### config.mk
export PLATFORM = sky130hd
export DESIGN_NAME = riscv_tpr_update_ctrl
export DESIGN_NICKNAME = d
export VERILOG_FILES = /design/src/rtl/riscv_tpr_update_ctrl.sv
export SDC_FILE = /design/constraint.sdc
export NUM_CORES = 1
export LEC_CHECK = 0
export CORE_MARGIN = 2
export CORE_UTILIZATION = 40
export CTS_CLUSTER_SIZE = 8
export DETAILED_ROUTE_END_ITERATION = 8
export PLACE_DENSITY = 0.7
export SETUP_SLACK_MARGIN = 0.4
export SLEW_MARGIN = 20
export SYNTH_ARGS = -nofsm -noshare
export SYNTH_HDL_FRONTEND = slang
export SYNTH_SLANG_ARGS = --single-unit
### constraint.sdc
create_clock -name clk -period 2.4 [get_ports clk]
set_input_delay 0.24 -clock clk [delete_from_list [all_inputs] [get_ports clk]]
set_output_delay 0.24 -clock clk [all_outputs]
set_load 0.01 [all_outputs]
### src/rtl/riscv_tpr_update_ctrl.sv
// Tag Propagation Register update sequencer: buffers CSR writes in a shadow
// register and commits them to the ID-stage TPR only once no store is in flight.
module riscv_tpr_update_ctrl #(
    parameter int unsigned OUTST_W = 2,
    parameter logic [31:0] TPR_RST = 32'h0000_0000
) (
    input  logic        clk,
    input  logic        rst_n,
    input  logic        tpr_we_i,
    input  logic [31:0] tpr_wdata_i,
    input  logic        is_store_id_i,
    input  logic        store_issue_i,
    input  logic        store_done_i,
    output logic [31:0] tpr_o,
    output logic [31:0] tpr_rdata_o,
    output logic        stall_store_o,
    output logic        update_pending_o,
    output logic        proto_err_o
);

    typedef enum logic [1:0] {
        IDLE   = 2'b00,
        DRAIN  = 2'b01,
        COMMIT = 2'b10
    } state_t;

    localparam logic [OUTST_W-1:0] CNT_ZERO = {OUTST_W{1'b0}};
    localparam logic [OUTST_W-1:0] CNT_MAX  = {OUTST_W{1'b1}};
    localparam logic [OUTST_W-1:0] CNT_ONE  = OUTST_W'(1'b1);

    state_t             state_r;
    state_t             state_next_s;
    logic [OUTST_W-1:0] cnt_r;
    logic [OUTST_W-1:0] cnt_next_s;
    logic [31:0]        shadow_r;
    logic [31:0]        shadow_next_s;
    logic [31:0]        tpr_r;
    logic [31:0]        tpr_next_s;
    logic               proto_err_r;
    logic               proto_set_s;
    logic               stall_s;

    // Outstanding-store count; saturates at both ends instead of wrapping.
    always_comb begin
        cnt_next_s = cnt_r;
        if (store_issue_i && !store_done_i) begin
            if (cnt_r == CNT_MAX) begin
                cnt_next_s = CNT_MAX;
            end else begin
                cnt_next_s = cnt_r + CNT_ONE;
            end
        end else if (store_done_i && !store_issue_i) begin
            if (cnt_r == CNT_ZERO) begin
                cnt_next_s = CNT_ZERO;
            end else begin
                cnt_next_s = cnt_r - CNT_ONE;
            end
        end else begin
            cnt_next_s = cnt_r;
        end
    end

    assign stall_s = is_store_id_i & ((state_r != IDLE) | (cnt_r == CNT_MAX));

    assign proto_set_s = (store_issue_i & stall_s)
                       | (store_done_i & (cnt_r == CNT_ZERO))
                       | (store_issue_i & ~store_done_i & (cnt_r == CNT_MAX));

    // Update sequencer; a write landing in COMMIT is folded straight into the commit.
    always_comb begin
        state_next_s  = state_r;
        shadow_next_s = shadow_r;
        tpr_next_s    = tpr_r;
        case (state_r)
            IDLE: begin
                if (tpr_we_i) begin
                    shadow_next_s = tpr_wdata_i;
                    if (cnt_next_s == CNT_ZERO) begin
                        state_next_s = COMMIT;
                    end else begin
                        state_next_s = DRAIN;
                    end
                end else begin
                    state_next_s = IDLE;
                end
            end
            DRAIN: begin
                if (tpr_we_i) begin
                    shadow_next_s = tpr_wdata_i;
                end else begin
                    shadow_next_s = shadow_r;
                end
                if (cnt_next_s == CNT_ZERO) begin
                    state_next_s = COMMIT;
                end else begin
                    state_next_s = DRAIN;
                end
            end
            COMMIT: begin
                if (tpr_we_i) begin
                    tpr_next_s = tpr_wdata_i;
                end else begin
                    tpr_next_s = shadow_r;
                end
                shadow_next_s = tpr_next_s;
                state_next_s  = IDLE;
            end
            default: begin
                state_next_s  = IDLE;
                shadow_next_s = tpr_r;
                tpr_next_s    = tpr_r;
            end
        endcase
    end

    // State, counter, TPR copies and sticky error flag.
    always_ff @(posedge clk or negedge rst_n) begin
        if (!rst_n) begin
            state_r     <= IDLE;
            cnt_r       <= CNT_ZERO;
            shadow_r    <= TPR_RST;
            tpr_r       <= TPR_RST;
            proto_err_r <= 1'b0;
        end else begin
            state_r     <= state_next_s;
            cnt_r       <= cnt_next_s;
            shadow_r    <= shadow_next_s;
            tpr_r       <= tpr_next_s;
            proto_err_r <= proto_err_r | proto_set_s;
        end
    end

    assign tpr_o            = tpr_r;
    assign update_pending_o = (state_r != IDLE);
    assign tpr_rdata_o      = update_pending_o ? shadow_r : tpr_r;
    assign stall_store_o    = stall_s;
    assign proto_err_o      = proto_err_r;

endmodule

; ---- Word-level counts from Yosys, hierarchy flattened
; Index checks and enable logic that the tools add are counted.
[classes]
n_addsub = 2
n_eq_ne = 3
mux = 10
bitwise = 10
reduce_logical = 9
[op_table]
columns = op, count
row1 = 32-bit two-way mux, 3
row2 = 2-bit two-way mux, 6
row3 = 2-bit zero test, 3
row4 = 1-bit bitwise AND, 5
row5 = 2-bit == test (second input constant), 2
row6 = 1-bit OR, 4
row7 = 2-bit one-hot mux with 2 select lines, 1
row8 = 3-bit OR reduction, 1
row9 = 2-bit by 1-bit adder with 2-bit output (second input constant), 1
row10 = 2-bit by 1-bit == test with 1-bit output (second input constant), 1
row11 = 1-bit logical AND, 2
row12 = 1-bit zero test, 2
row13 = 2-bit nonzero test, 1
row14 = 2-bit by 1-bit subtractor with 2-bit output (second input constant), 1
row15 = 1-bit inverter, 1
[totals]
ff_bits = 69
inputBits = 38
output_inout_bits = 67
word_cells = 39

; ---- Depth between registers and ports, before layout
; Gate-level depths: netlist (run 1).
[logic_depth]
depth_word = 8
mapped_depth = 5
ltp_nobuf = 3

; ---- Worst setup path before layout (run 1)
; OpenSTA, ideal clock, no wires.
[synth_timing]
path_kind = register -> output
from = register state_r[0]
to = output port tpr_rdata_o[10]
arrival_ns = 1.130
t_required_ns = 2.160
setup_slack_ns = 1.030
stages_incl_launch_ff = 4
path_buffers = 1
cell_sequence = dfrtp_1 -> nor2_4 -> buf_6 -> mux2_4
[synth_between]
elab_chain_len = 2
[synth_rtl]
columns = item, line
row1 = start: declaration, 31  ; state_t state_r;
row2 = start signal: assignment, 125  ; state_r <= state_next_s;
row3 = 2-bit nonzero test, 134  ; assign update_pending_o = (state_r != IDLE);
row4 = 32-bit two-way mux, 135  ; assign tpr_rdata_o = update_pending_o ? shadow_r : tpr_r;
row5 = end: declaration, 15  ; output logic [31:0] tpr_rdata_o,
; Every way passes these cells.

; ---- Worst setup path in the final report (run 1)
[layout_timing]
from = register state_r[0]
to = output port tpr_rdata_o[31]
; Same word-level chain as after synthesis.

==> results of run 1 <==
==> report_power, final <==
group / internal [mW] / total, mW / switching (mW)
combinational: 1.86 / 3.08 / 1.22
sequential: 1.61 / 2.02 / 0.410
clock: 0.527 / 0.946 / 0.419
total: 4.00 / 6.05 / 2.05
==> worst max-delay path: cells and delay by family, from the launching register on <==
family / cells / cell delay (ns)
buffers and inverters: 4 / 0.49
DFF: 1 / 0.41
muxes: 1 / 0.33
and+or+nand+nor: 1 / 0.15
==> through the flow <==
stage | hold slack [ns] | instance area (um2) | cells | setup WS, ns
finish | 0.479 | 4850 | 528 | 0.444
global route | 0.515 | 4850 | 528 | 0.360
CTS | 0.485 | 4850 | 528 | 0.340
detailed placement | 0.297 | 4500 | 501 | 0.400
global placement | 0.298 | 4500 | 501 | 0.456
floorplan | -0.0556 | 3440 | 305 | 1.03
==> per-layer routing <==
| metal | vias to the layer above | routed length [um] | track usage (%) |
|---|---|---|---|
| met5 | - | 0 | 0 |
| met2 | 89 | 3790 | 27.6 |
| met4 | 0 | 120 | 5.53 |
| met1 | 1272 | 3570 | 22.8 |
| li1 | 1281 | - | - |
| met3 | 14 | 423 | 4.55 |
==> area by class of cell <==
cell class              instances  area share, %
inverters                       2          0.155
flip-flops and latches         69           35.6
clock inverters                 4          0.980
clock buffers                  11           3.12
multi-input cells             214           31.6
well taps                     105           2.71
repair buffers                123           25.8
==> cells by family (layout without fill, tap and decap cells) <==
kind of cell / count (synthesis) / count (layout) / synth area share (%)
AOI/OAI and AO/OA: 73 / 73 / 11.9
buffers and inverters: 22 / 140 / 5.56
DFF: 69 / 69 / 50.1
muxes: 64 / 64 / 22.9
and+or+nand+nor: 77 / 77 / 9.45
==> state kept, by name (all words and copies together), names as in the netlist <==
register and count:
proto_err_o 1, state_r 2, tpr_o 32, shadow_r 32, cnt_r 2
==> placed cells by master, fill, tap and decap left out, types with 2 or more instances in the layout <==
| master | netlist | layout |
|---|---|---|
| sky130_fd_sc_hd__a21oi_1 | 34 | 34 |
| sky130_fd_sc_hd__and2_1 | 2 | 2 |
| sky130_fd_sc_hd__buf_12 | 0 | 5 |
| sky130_fd_sc_hd__buf_16 | 0 | 3 |
| sky130_fd_sc_hd__buf_2 | 6 | 16 |
| sky130_fd_sc_hd__buf_4 | 1 | 6 |
| sky130_fd_sc_hd__buf_6 | 13 | 14 |
| sky130_fd_sc_hd__clkbuf_2 | 0 | 5 |
| sky130_fd_sc_hd__clkbuf_8 | 0 | 11 |
| sky130_fd_sc_hd__clkdlybuf4s15_1 | 0 | 3 |
| sky130_fd_sc_hd__clkdlybuf4s50_1 | 0 | 68 |
| sky130_fd_sc_hd__clkinv_2 | 0 | 2 |
| sky130_fd_sc_hd__dfrtp_1 | 69 | 68 |
| sky130_fd_sc_hd__inv_1 | 2 | 2 |
| sky130_fd_sc_hd__mux2_2 | 3 | 2 |
| sky130_fd_sc_hd__mux2_4 | 29 | 30 |
| sky130_fd_sc_hd__mux2i_1 | 32 | 32 |
| sky130_fd_sc_hd__nand2_1 | 35 | 35 |
| sky130_fd_sc_hd__nor2_1 | 33 | 33 |
| sky130_fd_sc_hd__o21ai_0 | 23 | 23 |
| sky130_fd_sc_hd__o21ai_1 | 3 | 3 |
| sky130_fd_sc_hd__o21ai_2 | 9 | 9 |
==> path summary, 6_finish.rpt <==
path / startpoint / to / slack [ns] / cells past startpoint
worst min-delay path: rst_n / shadow_r[6] / 0.48 / 3
max in group asynchronous: rst_n / tpr_o[22] / 1.54 / 3
worst max-delay path: state_r[0] / tpr_rdata_o[31] / 0.44 / 6
worst max register to register: state_r[0] / tpr_o[30] / 0.73 / 5
min in group clk: proto_err_o / proto_err_o / 0.48 / 1
worst min register to register: proto_err_o / proto_err_o / 0.48 / 1
==> what timing repair did <==
item,in CTS,in global routing
gates cloned,4,0
pin swaps,1,1
hold buffers,1,0
endpoints found under the setup margin,34,31
setup buffers,7,0
resized for setup,114,33
hold endpoints to repair,69,0
==> run summary, run 1 <==
The logs give 2 for the clock tree buffer depth and 9370 um2 for the total die area. The clock root buffer was sky130_fd_sc_hd__clkbuf_8. In this run the biggest area consumer among cell types represents 50.1% of the synthesized area. The minimum period implied by the final worst setup slack works out to 1.96 ns. The initial antenna violation count came out at 0.

For the clock insertion delay at the later pin of the skew report, the log shows 0.34 ns. The kind of end point of the critical path was an output pin. For this run, the total global-route usage over all layers was measured as 17.2%. Counting flops with a built-in enable in the synthesized netlist gives 0.

Counting every sink on the clock net gives 69. The pin count of the biggest net entering global routing is 39. The average wire per cell in the routed design is 15.0 um. From synthesis to final layout, the design area changed by 40.8%. TritonCTS built the clock tree. The number of vias in the routed layout is 2,656, and the width of the die is 96.8 um.

The count of endpoints failing hold in the final timing report was 0; the number of instances in the synthesized netlist was 305. Leading cell type by number of instances after synthesis: sky130_fd_sc_hd__dfrtp_1. The mean instance size in the synthesized netlist was 11.3 um2.

The tools report the post-route core utilization as 58.4%. After the last flow step, the layout net total stands at 457. Power spread over the standard cell area amounts to 1250 nW/um2. The largest clock skew in the final design is 0.0107 ns, and the post-detailed-routing wire length is 7.90 mm. In this run, distinct cell masters in the synthesized netlist total 25.

The number of I/O pins is 105, and the async set-or-reset flop fraction in the synthesized netlist is 100%. The critical path arrival is 1.72 ns. The global placement routability congestion came out at 0.733.

In the synthesized netlist the dominant register cell turns out to be sky130_fd_sc_hd__dfrtp_1. The cell area that synthesis handed to floorplanning was 3440 um2. For this run, the slowest stage of the critical path takes 0.41 ns. Counting every net in the synthesized netlist gives 343. The run gives 0.637 mV as the worst supply voltage drop on vdd. Sequential cells were found to cover 50.1% of the synthesized design area.

Dividing the final minimum period by the clock period gives 81.5%. Dividing the detail-routed via count by the number of cells gives 5.03. The critical path's most frequent cell is sky130_fd_sc_hd__buf_6.

Summing all flip-flop and latch instances after layout gives 1730 um2. Setup repair after global routing could not meet its margin everywhere. Cells with a size suffix above 1 make up 26.2% of the layout. The run gives 0 as the total congestion overflow after global routing.

The relative max-transition margin is 54.9%. The via count of the first global-routing pass is 2,662. Yosys printed 0 warnings. In this run the worst path has a maximum fanout of 5. The vertical extent of the die is 96.8 um, and the first-pass GRT wire length is 13.2 mm. For the sum of internal, switching and leakage power, the log shows 6.05 mW.

The logs give 5.15 mm for the half-perimeter wire length after detailed placement and 699 for the total of fill cells in the finished design. The critical path goes through nor2_4, buf_6, buf_6, buf_12, mux2_2, clkbuf_2. The slowest cell on the critical path is sky130_fd_sc_hd__dfrtp_1. The effective utilization at floorplan came out at 41.5%. For the pin with the worst max-slew slack, the measured transition is 0.676 ns.

CTS built an H-tree with a depth of 3. In this run the static leakage power is 2.29 nW. Ranked by total cell area, the synthesized netlist is headed by sky130_fd_sc_hd__dfrtp_1, sky130_fd_sc_hd__mux2_4, sky130_fd_sc_hd__mux2i_1, sky130_fd_sc_hd__a21oi_1, sky130_fd_sc_hd__buf_6. STA classifies the critical path startpoint as a flip-flop.

The initial DRC count was 93; the number of antenna cells inserted was 0. Synthesis inferred 69 register bits. The multi-input combinational cells in the finished layout cover a total of 1530 um2. Based on the critical path, the design can be clocked at up to 511 MHz. The commonest cells after synthesis are sky130_fd_sc_hd__dfrtp_1, sky130_fd_sc_hd__nand2_1, sky130_fd_sc_hd__a21oi_1, sky130_fd_sc_hd__nor2_1, sky130_fd_sc_hd__mux2i_1. The tools report the number of placement rows as 33. Type of the worst setup path: reg -> out. The logs give 0 for the setup-violating endpoint count in the final report and 0 for the count of antenna-violating nets left after detailed routing. The quantity of I/O buffers inserted on ports works out to 104. The total area inside the core boundary comes to 8300 um2.

The largest total area in the synthesized netlist belongs to sky130_fd_sc_hd__dfrtp_1. For the worst setup path, the data required time is 2.16 ns. The tools report the number of clock buffers inserted by TritonCTS as 9. The tools report the count of maximum capacitance violations as 0. The first TritonRoute pass finished after 4 iterations.

The final max-slew violation count is 0, and the register clock-pin slew on the reported worst setup and hold paths is 0.07 ns. The run finished with clean final reports. Number of remaining DRC errors: 0. The type of the tightest min-delay check was in -> async. Setup total negative slack on the finished layout was measured at 0 ns.
Power figures use the tool's default switching activity.
==> run 2: changes to the inputs <==
- clock period: 2.4 -> 1.9 ns (I/O delays scaled with it)
==> run summary, run 2 (same netlist as run 1, synthesis figures left out) <==
The run finished, with violations left. The checks that failed: negative setup slack. For the number of antenna cells inserted, the log shows 0 (unchanged). The number of clock buffers inserted by TritonCTS is 9 (unchanged). The slowest cell on the critical path was sky130_fd_sc_hd__dfrtp_1 (unchanged). The quantity of I/O buffers inserted on ports is 104 (unchanged), and the number of I/O pins is 105 (unchanged). Clock net sink count: 69 (unchanged). Number of buffer and inverter stages on the critical path: 5 (was 4).

The tools report the kind of end point of the critical path as an output pin (unchanged). The highest net fanout along the worst path works out to 5 (unchanged). The vertical extent of the die is 96.8 um (unchanged), and the width of the die is 96.8 um (unchanged). The clock tree buffer depth is 2 (unchanged). The power per cell area was 1540 nW/um2 (was 1250 nW/um2).

The critical path's largest stage delay was 0.41 ns (about the same); the average wire per cell in the routed design was 15.1 um (was 15.0 um). The relative max-transition margin is 74.4% (was 54.9%). The fraction of final layout cells with drive strength greater than 1 was 30.0% (was 26.2%). The tools report the first-pass GRT wire length as 13.4 mm (was 13.2 mm). The number of placement rows is 33 (unchanged), and the sum of internal, switching and leakage power is 7.84 mW (was 6.05 mW).

The critical path arrival was 1.75 ns (was 1.72 ns); the number of logic stages on the critical path including buffering was 7 (was 6). The run gives -0.261 ns (was 0 ns) as the final setup TNS. Cell class contributing the biggest share of worst-path delay: buffers and inverters (unchanged). The logs give 5.21 mm (was 5.15 mm) for the half-perimeter wire length after detailed placement and 688 (was 699) for the total of fill cells in the finished design. The count of maximum capacitance violations is 0 (unchanged). The tools report the total congestion overflow after global routing as 0 (unchanged). The tools report the total area of sequential cells as 1730 um2 (unchanged). The source of the worst register-to-register timing path is state_r[0] (unchanged). The count of antenna-violating nets left after detailed routing is 0 (unchanged), and the total die area is 9370 um2 (unchanged). Highest-count cells in the layout ignoring fill and taps: sky130_fd_sc_hd__dfrtp_1, sky130_fd_sc_hd__clkdlybuf4s50_1, sky130_fd_sc_hd__a21oi_1, sky130_fd_sc_hd__nand2_1 (was sky130_fd_sc_hd__dfrtp_1, sky130_fd_sc_hd__clkdlybuf4s50_1, sky130_fd_sc_hd__nand2_1). The logs give 0.33 ns (was 0.34 ns) for the clock insertion delay at the later pin of the skew report and 9 (was 0) for the setup-violating endpoint count in the final report. The upper clock frequency limit is 516 MHz, and the maximum level of the CTS H-tree is 3 (unchanged). TritonCTS built the clock tree. Post-route core utilization: 61.2% (was 58.4%). The transition time at the pin with the least slew margin was 0.384 ns (was 0.676 ns). The tools report the worst hold slack as 0.416 ns (was 0.479 ns).

The logs give 17.6% (was 17.2%) for the overall global routing resource usage and 2.59 nW (was 2.29 nW) for the leakage component of the power. The worst-case reg-to-reg path depth was 7 (was 5). The count of endpoints failing hold in the final timing report came out at 0 (unchanged). The launching element type of the critical path is a flip-flop (unchanged). The initial DRC count is 80 (was 93), and the core area is 8300 um2 (unchanged).

The logs give 0 (unchanged) for the initial antenna violation count and 41.5% (unchanged) for the effective utilization at floorplan. Critical path capture point: tpr_rdata_o[11] (was tpr_rdata_o[31]). The run gives 0.00451 ns (was 0.0107 ns) as the largest clock skew in the final design. For the pin count of the biggest net entering global routing, the log shows 70 (was 39). The register-to-register setup slack is 0.45 ns (was 0.73 ns), and the worst supply voltage drop on vdd is 0.781 mV (was 0.637 mV). Layout overhead on the synthesized area: 47.5% (was 40.8%). Type of the tightest min-delay check: in -> async (unchanged).

The smallest clock period supported by the final layout is computed as 1.94 ns. CP Cell Sequence: nor2_4, buf_12, buf_6, buf_12, buf_16, mux2_4, buf_6 (was nor2_4, buf_6, buf_6, buf_12, mux2_2, clkbuf_2). The tools report the combined area of the multi-input logic cells as 1550 um2 (was 1530 um2).

The register clock-pin slew on the reported worst setup and hold paths came out at 0.07 ns (about the same). The post-detailed-routing wire length came out at 8.19 mm (was 7.90 mm). The type of the worst setup path is reg -> out (unchanged).

Final worst-path cycle share: 102%. The number of vias in the routed layout came out at 2,691 (was 2,656). The tools report the startpoint of the most critical setup path as state_r[0] (unchanged). The via density per instance was 4.96 (was 5.03). Leaving out fill and tap cells, the most frequent cell in the layout is sky130_fd_sc_hd__dfrtp_1. The final net count was 472 (was 457). The tools report the required time of the worst setup path as 1.71 ns (was 2.16 ns).

The tools report the setup slack at placement as 0.0784 ns (was 0.400 ns). For the final max-slew violation count, the log shows 0 (unchanged). Setup repair after global routing could not meet its margin everywhere.

The total iterations of the first detailed-routing run was 4 (unchanged). The tools report the clock root buffer as sky130_fd_sc_hd__clkbuf_8 (unchanged). Reg-to-reg critical path endpoint: proto_err_o (was tpr_o[30]). The worst path setup slack after routing is -0.0362 ns (was 0.444 ns), and the number of remaining DRC errors is 0 (unchanged).

The logs give 0.722 (was 0.733) for the global placement routability congestion and 2,677 (was 2,662) for the via count of the first global-routing pass.
run 2: changes by cell type in the layout (fill, tap and decap cells not counted), moves of 3 or more:
cell,before,now
sky130_fd_sc_hd__dlymetal6s2s_1,0,18
sky130_fd_sc_hd__clkbuf_2,5,0
sky130_fd_sc_hd__buf_2,16,7
sky130_fd_sc_hd__clkdlybuf4s15_1,3,0
sky130_fd_sc_hd__buf_6,14,33
sky130_fd_sc_hd__clkdlybuf4s50_1,68,40
sky130_fd_sc_hd__buf_4,6,18
sky130_fd_sc_hd__dlygate4sd2_1,1,10
sky130_fd_sc_hd__buf_12,5,8
run 2: how the worst min path moves through the flow:
stage	from	end	slack (ns)	depth (start not counted)
2_1_floorplan	rst_n	cnt_r[0]	-0.11	0
3_3_place_gp	rst_n	shadow_r[6]	0.24	2
3_5_place_dp	rst_n	tpr_o[6]	0.25	2
4_1_cts	rst_n	shadow_r[3]	0.42	3
5_1_grt	rst_n	tpr_o[6]	0.45	3
6_report	rst_n	tpr_o[6]	0.42	3
run 2: area by class of cell:
type                    count  area share (%)
flip-flops and latches     69            34.0
multi-input cells         214            30.5
repair buffers            138            29.7
well taps                 105            2.59
clock buffers               9            2.44
clock inverters             5           0.591
inverters                   2           0.197
run 2: timing repair:
action / 4_1_cts / 5_1_grt
hold endpoints to repair: 69 / 0
buffers inserted: 10 / 11
gates cloned: 3 / 0
setup endpoints to repair: 44 / 56
hold buffers: 1 / 0
pin swaps: 2 / 1
resized for setup: 192 / 22
run 2: per-layer routing:
layer / wire, um / global-route usage (%) / vias to the layer above
met4: 62 / 5.20 / 0
met1: 3560 / 22.6 / 1295
met3: 348 / 3.76 / 8
met5: 0 / 0 / -
li1: - / - / 1308
met2: 4220 / 30.0 / 80
run 2: metrics by stage:
step	std cells	area (um2)
floorplan	305	3440
global placement	503	4530
detailed placement	503	4530
CTS	531	4940
global route	542	5080
finish	542	5080
run 2: where the power goes:
group / internal [mW] / switching, mW
Sequential: 2.04 / 0.487
Combinational: 2.65 / 1.69
Clock: 0.451 / 0.520
run 2: worst register-to-register path, cell delays in order (launching register included):
cell                      delay [ns]
sky130_fd_sc_hd__dfrtp_1        0.41
sky130_fd_sc_hd__nor2_4         0.15
sky130_fd_sc_hd__buf_12         0.12
sky130_fd_sc_hd__buf_12         0.11
sky130_fd_sc_hd__buf_12         0.13
sky130_fd_sc_hd__buf_6          0.10
sky130_fd_sc_hd__nand2_4        0.04
sky130_fd_sc_hd__a311o_1        0.30
